**config.mk**
```make
export PLATFORM = sky130hd
export DESIGN_NAME = ram_port_scheduler
export DESIGN_NICKNAME = d
export VERILOG_FILES = /design/src/rtl/ram_sched_pkg.sv /design/src/rtl/ram_clear_seq.sv /design/src/rtl/ram_port_scheduler.sv
export SDC_FILE = /design/constraint.sdc
export NUM_CORES = 1
export LEC_CHECK = 0
export BUFFER_PORTS_ARGS = -buffer_cell sky130_fd_sc_hd__buf_2
export CAP_MARGIN = 20
export CORE_MARGIN = 3
export CORE_UTILIZATION = 35
export CTS_CLUSTER_DIAMETER = 200
export DETAILED_ROUTE_END_ITERATION = 7
export PLACE_DENSITY_LB_ADDON = 0.15
export SLEW_MARGIN = 20
export SYNTH_ARGS = -nofsm -noshare
export SYNTH_HDL_FRONTEND = slang
export SYNTH_SLANG_ARGS = --single-unit
```
**constraint.sdc**
```tcl
create_clock -name clk -period 3.66 [get_ports clk]
set_clock_uncertainty 0.05 [all_clocks]
set_input_delay 1.098 -clock clk [delete_from_list [all_inputs] [get_ports clk]]
set_output_delay 1.098 -clock clk [all_outputs]
set_load 0.005 [all_outputs]
```
**src/rtl/ram_sched_pkg.sv**
```systemverilog
// ram_sched_pkg: shared types for the RAM port scheduler.
// FSM states, grant codes and the ack pipeline depth.
package ram_sched_pkg;

  typedef enum logic {
    CLEAR,
    RUN
  } state_e;

  typedef enum logic [1:0] {
    G_NONE,
    G_VID,
    G_CPU,
    G_LD
  } grant_e;

  localparam int ACK_LAT = 1;

endpackage

```
**src/rtl/ram_clear_seq.sv**
```systemverilog
// ram_clear_seq: walks every RAM address once per clear pass.
// Owns the CLEAR/RUN state, the address counter and restart.
import ram_sched_pkg::*;

module ram_clear_seq #(
  parameter int AW             = 12,
  parameter bit CLEAR_ON_RESET = 1'b1
) (
  input  logic          clk,
  input  logic          reset_n,
  input  logic          i_start,
  output logic          o_busy,
  output logic [AW-1:0] o_addr,
  output logic          o_done
);

  state_e        r_state;
  state_e        w_state_nxt;
  logic [AW-1:0] r_cnt;
  logic [AW-1:0] w_cnt_nxt;
  logic          w_last;

  assign w_last = (r_cnt == {AW{1'b1}});
  assign o_busy = (r_state == CLEAR);
  assign o_addr = r_cnt;

  // state and address counter registers
  always_ff @(posedge clk or negedge reset_n) begin
    if (!reset_n) begin
      if (CLEAR_ON_RESET) r_state <= CLEAR;
      else                r_state <= RUN;
      r_cnt <= '0;
    end else begin
      r_state <= w_state_nxt;
      r_cnt   <= w_cnt_nxt;
    end
  end

  // next state: start (re)arms at 0, terminal address ends the pass
  always_comb begin
    w_state_nxt = r_state;
    w_cnt_nxt   = r_cnt;
    o_done      = 1'b0;
    unique case (r_state)
      RUN: begin
        if (i_start) begin
          w_state_nxt = CLEAR;
          w_cnt_nxt   = '0;
        end
      end
      CLEAR: begin
        w_cnt_nxt = r_cnt + 1'b1;
        if (i_start) begin
          w_cnt_nxt = '0;
        end else if (w_last) begin
          w_state_nxt = RUN;
          o_done      = 1'b1;
        end
      end
      default: ;
    endcase
  end

endmodule

```
**src/rtl/ram_port_scheduler.sv**
```systemverilog
// ram_port_scheduler: shares one RAM port between video,
// CPU and loader, with a fill pass after reset or on request.
import ram_sched_pkg::*;

module ram_port_scheduler #(
  parameter int          AW             = 12,
  parameter int          DW             = 8,
  parameter logic [DW-1:0] FILL         = '0,
  parameter bit          CLEAR_ON_RESET = 1'b1
) (
  input  logic          clk,
  input  logic          reset_n,
  input  logic          vid_req,
  input  logic [AW-1:0] vid_addr,
  output logic          vid_ack,
  input  logic          cpu_req,
  input  logic          cpu_we,
  input  logic [AW-1:0] cpu_addr,
  input  logic [DW-1:0] cpu_wdata,
  output logic          cpu_ack,
  input  logic          ld_req,
  input  logic [AW-1:0] ld_addr,
  input  logic [DW-1:0] ld_wdata,
  output logic          ld_ack,
  input  logic          clr_start,
  output logic          clr_busy,
  output logic [DW-1:0] rdata,
  output logic          ram_we,
  output logic [AW-1:0] ram_addr,
  output logic [DW-1:0] ram_din,
  input  logic [DW-1:0] ram_dout
);

  logic [AW-1:0] w_clr_addr;
  logic          w_clr_done;
  logic          w_clr;
  logic          w_run;
  logic          w_ev;
  logic          w_ec;
  logic          w_el;
  grant_e        w_gnt;
  grant_e        r_prev;
  logic          r_rr_ld;
  logic [2:0]    w_ack;
  logic [2:0]    r_ack [ACK_LAT];

  ram_clear_seq #(
    .AW             (AW),
    .CLEAR_ON_RESET (CLEAR_ON_RESET)
  ) u_clr (
    .clk     (clk),
    .reset_n (reset_n),
    .i_start (clr_start),
    .o_busy  (clr_busy),
    .o_addr  (w_clr_addr),
    .o_done  (w_clr_done)
  );

  // nothing reaches the RAM while reset is held
  assign w_clr = reset_n & clr_busy;
  assign w_run = reset_n & ~clr_busy;

  assign w_ev = vid_req & (r_prev != G_VID);
  assign w_ec = cpu_req & (r_prev != G_CPU);
  assign w_el = ld_req  & (r_prev != G_LD);

  // grant: video first, then CPU/loader round-robin
  always_comb begin
    w_gnt = G_NONE;
    if (w_run) begin
      if (w_ev)              w_gnt = G_VID;
      else if (w_ec && w_el) w_gnt = r_rr_ld ? G_LD : G_CPU;
      else if (w_ec)         w_gnt = G_CPU;
      else if (w_el)         w_gnt = G_LD;
    end
  end

  // previous grant and round-robin pointer
  always_ff @(posedge clk or negedge reset_n) begin
    if (!reset_n) begin
      r_prev  <= G_NONE;
      r_rr_ld <= 1'b0;
    end else begin
      r_prev <= w_clr_done ? G_NONE : w_gnt;
      if (w_gnt == G_CPU) r_rr_ld <= 1'b1;
      if (w_gnt == G_LD)  r_rr_ld <= 1'b0;
    end
  end

  assign w_ack = {w_gnt == G_VID,
                  w_gnt == G_CPU,
                  w_gnt == G_LD};

  // ack pipeline, one stage per cycle of latency
  always_ff @(posedge clk or negedge reset_n) begin
    if (!reset_n) begin
      for (int i = 0; i < ACK_LAT; i++)
        r_ack[i] <= '0;
    end else begin
      r_ack[0] <= w_ack;
      for (int i = 1; i < ACK_LAT; i++)
        r_ack[i] <= r_ack[i-1];
    end
  end

  assign vid_ack = r_ack[ACK_LAT-1][2];
  assign cpu_ack = r_ack[ACK_LAT-1][1];
  assign ld_ack  = r_ack[ACK_LAT-1][0];
  assign rdata   = ram_dout;

  // RAM port mux: clear pass owns the port while busy
  always_comb begin
    ram_we   = 1'b0;
    ram_addr = '0;
    ram_din  = '0;
    if (w_clr) begin
      ram_we   = 1'b1;
      ram_addr = w_clr_addr;
      ram_din  = FILL;
    end else begin
      unique case (w_gnt)
        G_VID: ram_addr = vid_addr;
        G_CPU: begin
          ram_we   = cpu_we;
          ram_addr = cpu_addr;
          ram_din  = cpu_wdata;
        end
        G_LD: begin
          ram_we   = 1'b1;
          ram_addr = ld_addr;
          ram_din  = ld_wdata;
        end
        default: ;
      endcase
    end
  end

endmodule

```
==> out/results.tsv <==
metric	value	unit
status	finished clean	
relSlewSlack	74.55	%
crit_fanout	8	
die-height	70.65	um
grt_use_total	16.63	%
grt_pass1_wl	6789	um
netlist.area_leader.share	32.51	%
htreeDepth	1	
synthTopCellsByArea	dfrtp_1, mux2i_1, o221ai_2, nand2_1, nor2_1	
use_met2	27.86	%
syn_area	1463	sq um
ir_worst_vdd	186.5	uV
final_common_cell	buf_2	
row_count	22	
preCtsSetupSlack	0.07491	ns
postSynthCellCount	169	
drc_errors	0	
cp_data_required_time	2.51	ns
p_leak	1.122	nW
hold_path.class	reg -> reg	
place.gp.congestion	0.8493	
critical_path_class	in -> out	
fin_crit	3.564	ns
clk_pin_slew	0.07	ns
slew_violations	0	
area_growth	34.73	%
drt_iter0_markers	52	
clock_latency	0.26	ns
rsz0062_at_grt	false	
timing.final.crit_share	97.38	%
worstMarginPinSlew	0.3817	ns
dieArea	4991	sq um
ios	100	
port_buffers	83	
holdWs	0.5152	ns
fin_tns_setup	0	ns
yosys.area.top_type	dfrtp_1	
final_cell_mix	buf_2, nor2_1, nand2_1, mux2i_1	
ant_nets	0	
grt_busiest_layer	met2	
numClockSinks	19	
final_nets	320	
clk_path_buf_depth	2	
postCtsHoldBufs	0	
firstDrtPassIters	4	
numCtsBuffers	3	
grt_pass1_vias	1459	
grt_overflow	0	
cts_tree	built	
finalSetupViolations	0	
via_per_inst	4.833	
fin_util	51.14	%
endpoint_kind	output port	
hold_violations	0	
maxCapViolCount	0	
yosys_register_bits	19	
synth_cell_types	30	
dp_hpwl	3357	um
vias	1445	
cp.arrival	2.42	ns
grt_use_met3	4.688	%
drive_above_1_share	43.03	%
num_antenna_cells	0	
synth_area_per_cell	8.655	sq um
max_freq	280.6	MHz
cts_root_buf	clkbuf_8	
antenna_found_initial	0	
core-area	3854	sq um
met1_usage	21.60	%
fin_ws	0.09586	ns
start_util	37.95	%
synth_nets	237	
wl_per_cell	13.75	um
p_per_area	232.3	nW/um^2
ys_seq_area_share	32.51	%
grt_max_degree	22	
yosys_warnings	0	
cp-start-kind	input port	
drt_wl_total	4111	um
die_w	70.65	um
==> stage by stage <==
stage / cell area (sq um) / cells / total power (W)
2_1_floorplan: 1463 / 169 / 0.0002721
3_3_place_gp: 1893 / 294 / 0.0003154
3_5_place_dp: 1893 / 294 / 0.0003157
4_1_cts: 1938 / 298 / 0.0004635
5_1_grt: 1971 / 299 / 0.0004906
6_report: 1971 / 299 / 0.0004579
==> logic make-up after synthesis <==
family | Yosys count | synth area share (%)
simple gates | 61 | 18.56
fa+ha+maj | 1 | 0.8553
flops | 19 | 32.51
mux | 21 | 14.37
xor+xnor | 10 | 5.988
compound gates | 23 | 15.14
buf+inv | 34 | 12.57
==> Yosys cell counts <==
| cell type | count |
|---|---|
| nand2_1 | 22 |
| nor2_1 | 22 |
| mux2i_1 | 21 |
| dfrtp_1 | 19 |
| inv_1 | 19 |
| buf_4 | 9 |
| xor2_1 | 7 |
| o221ai_1 | 6 |
| o221ai_2 | 6 |
| nand4_1 | 5 |
| a21oi_1 | 4 |
| buf_6 | 3 |
| clkbuf_1 | 3 |
| xnor2_1 | 3 |
| nand2b_1 | 2 |
| nor2b_1 | 2 |
| nor3_1 | 2 |
| o21ai_0 | 2 |
| a211o_1 | 1 |
| a21boi_0 | 1 |
| a21o_1 | 1 |
| a21oi_2 | 1 |
| ha_1 | 1 |
| nand2_2 | 1 |
| nand3_1 | 1 |
| nand3b_1 | 1 |
| nand4b_1 | 1 |
| o311ai_2 | 1 |
| or2_0 | 1 |
| or3_1 | 1 |
==> final timing paths <==
kind                                 start              end  slack (ns)  cells after the start
setup / recovery                   cpu_req     ram_addr[10]         0.1                      8
hold / removal             u_clr.o_addr[6]  u_clr.o_addr[6]        0.52                      2
setup reg to reg             u_clr.r_state  u_clr.o_addr[9]        2.09                      5
hold reg to reg            u_clr.o_addr[6]  u_clr.o_addr[6]        0.52                      2
max in group asynchronous          reset_n  u_clr.o_addr[1]        2.57                      2
min in group asynchronous          reset_n         r_ack[0]        0.77                      2
==> worst max-delay path, cell delays in order <==
cell and delay [ns]:
buf_2 0.09, inv_1 0.06, a21o_1 0.20, a211o_1 0.27, or2_0 0.21, buf_4 0.18
o221ai_2 0.17, buf_2 0.14
==> final cells by class <==
| cell class | count | area, sq um |
|---|---|---|
| tap | 48 | 60.06 |
| fill | 402 | 1883 |
| multi-input combinational | 116 | 828.3 |
| clock buffer | 4 | 45.04 |
| inverter | 19 | 71.32 |
| sequential | 19 | 475.5 |
| timing repair buffer | 93 | 490.5 |
==> power by group <==
group / leakage [nW] / internal [W] / switching, W
combinational: 0.837 / 0.0000504 / 0.0000451
sequential: 0.263 / 0.000213 / 0.00000427
clock: 0.0228 / 0.0000774 / 0.0000674
total: 1.12 / 0.000341 / 0.000117
==> repair_timing <==
action                     in CTS  in global routing
gates resized for setup         0                  4
setup endpoints to repair       0                 12
setup buffers                   0                  1
==> routing by layer <==
layer  up-vias  share of wire [%]
met5         -                  0
met4         0               0.97
met3        10                5.2
met2        29                 51
met1       672                 43
li1        734                  -
==> registers in the layout, summed over array words and instances, names as in the netlist <==
signal and count:
u_clr.o_addr 12, u_clr.r_state 1, r_rr_ld 1, r_prev 2, r_ack 3
No activity file was read; power rests on OpenSTA's default activity.
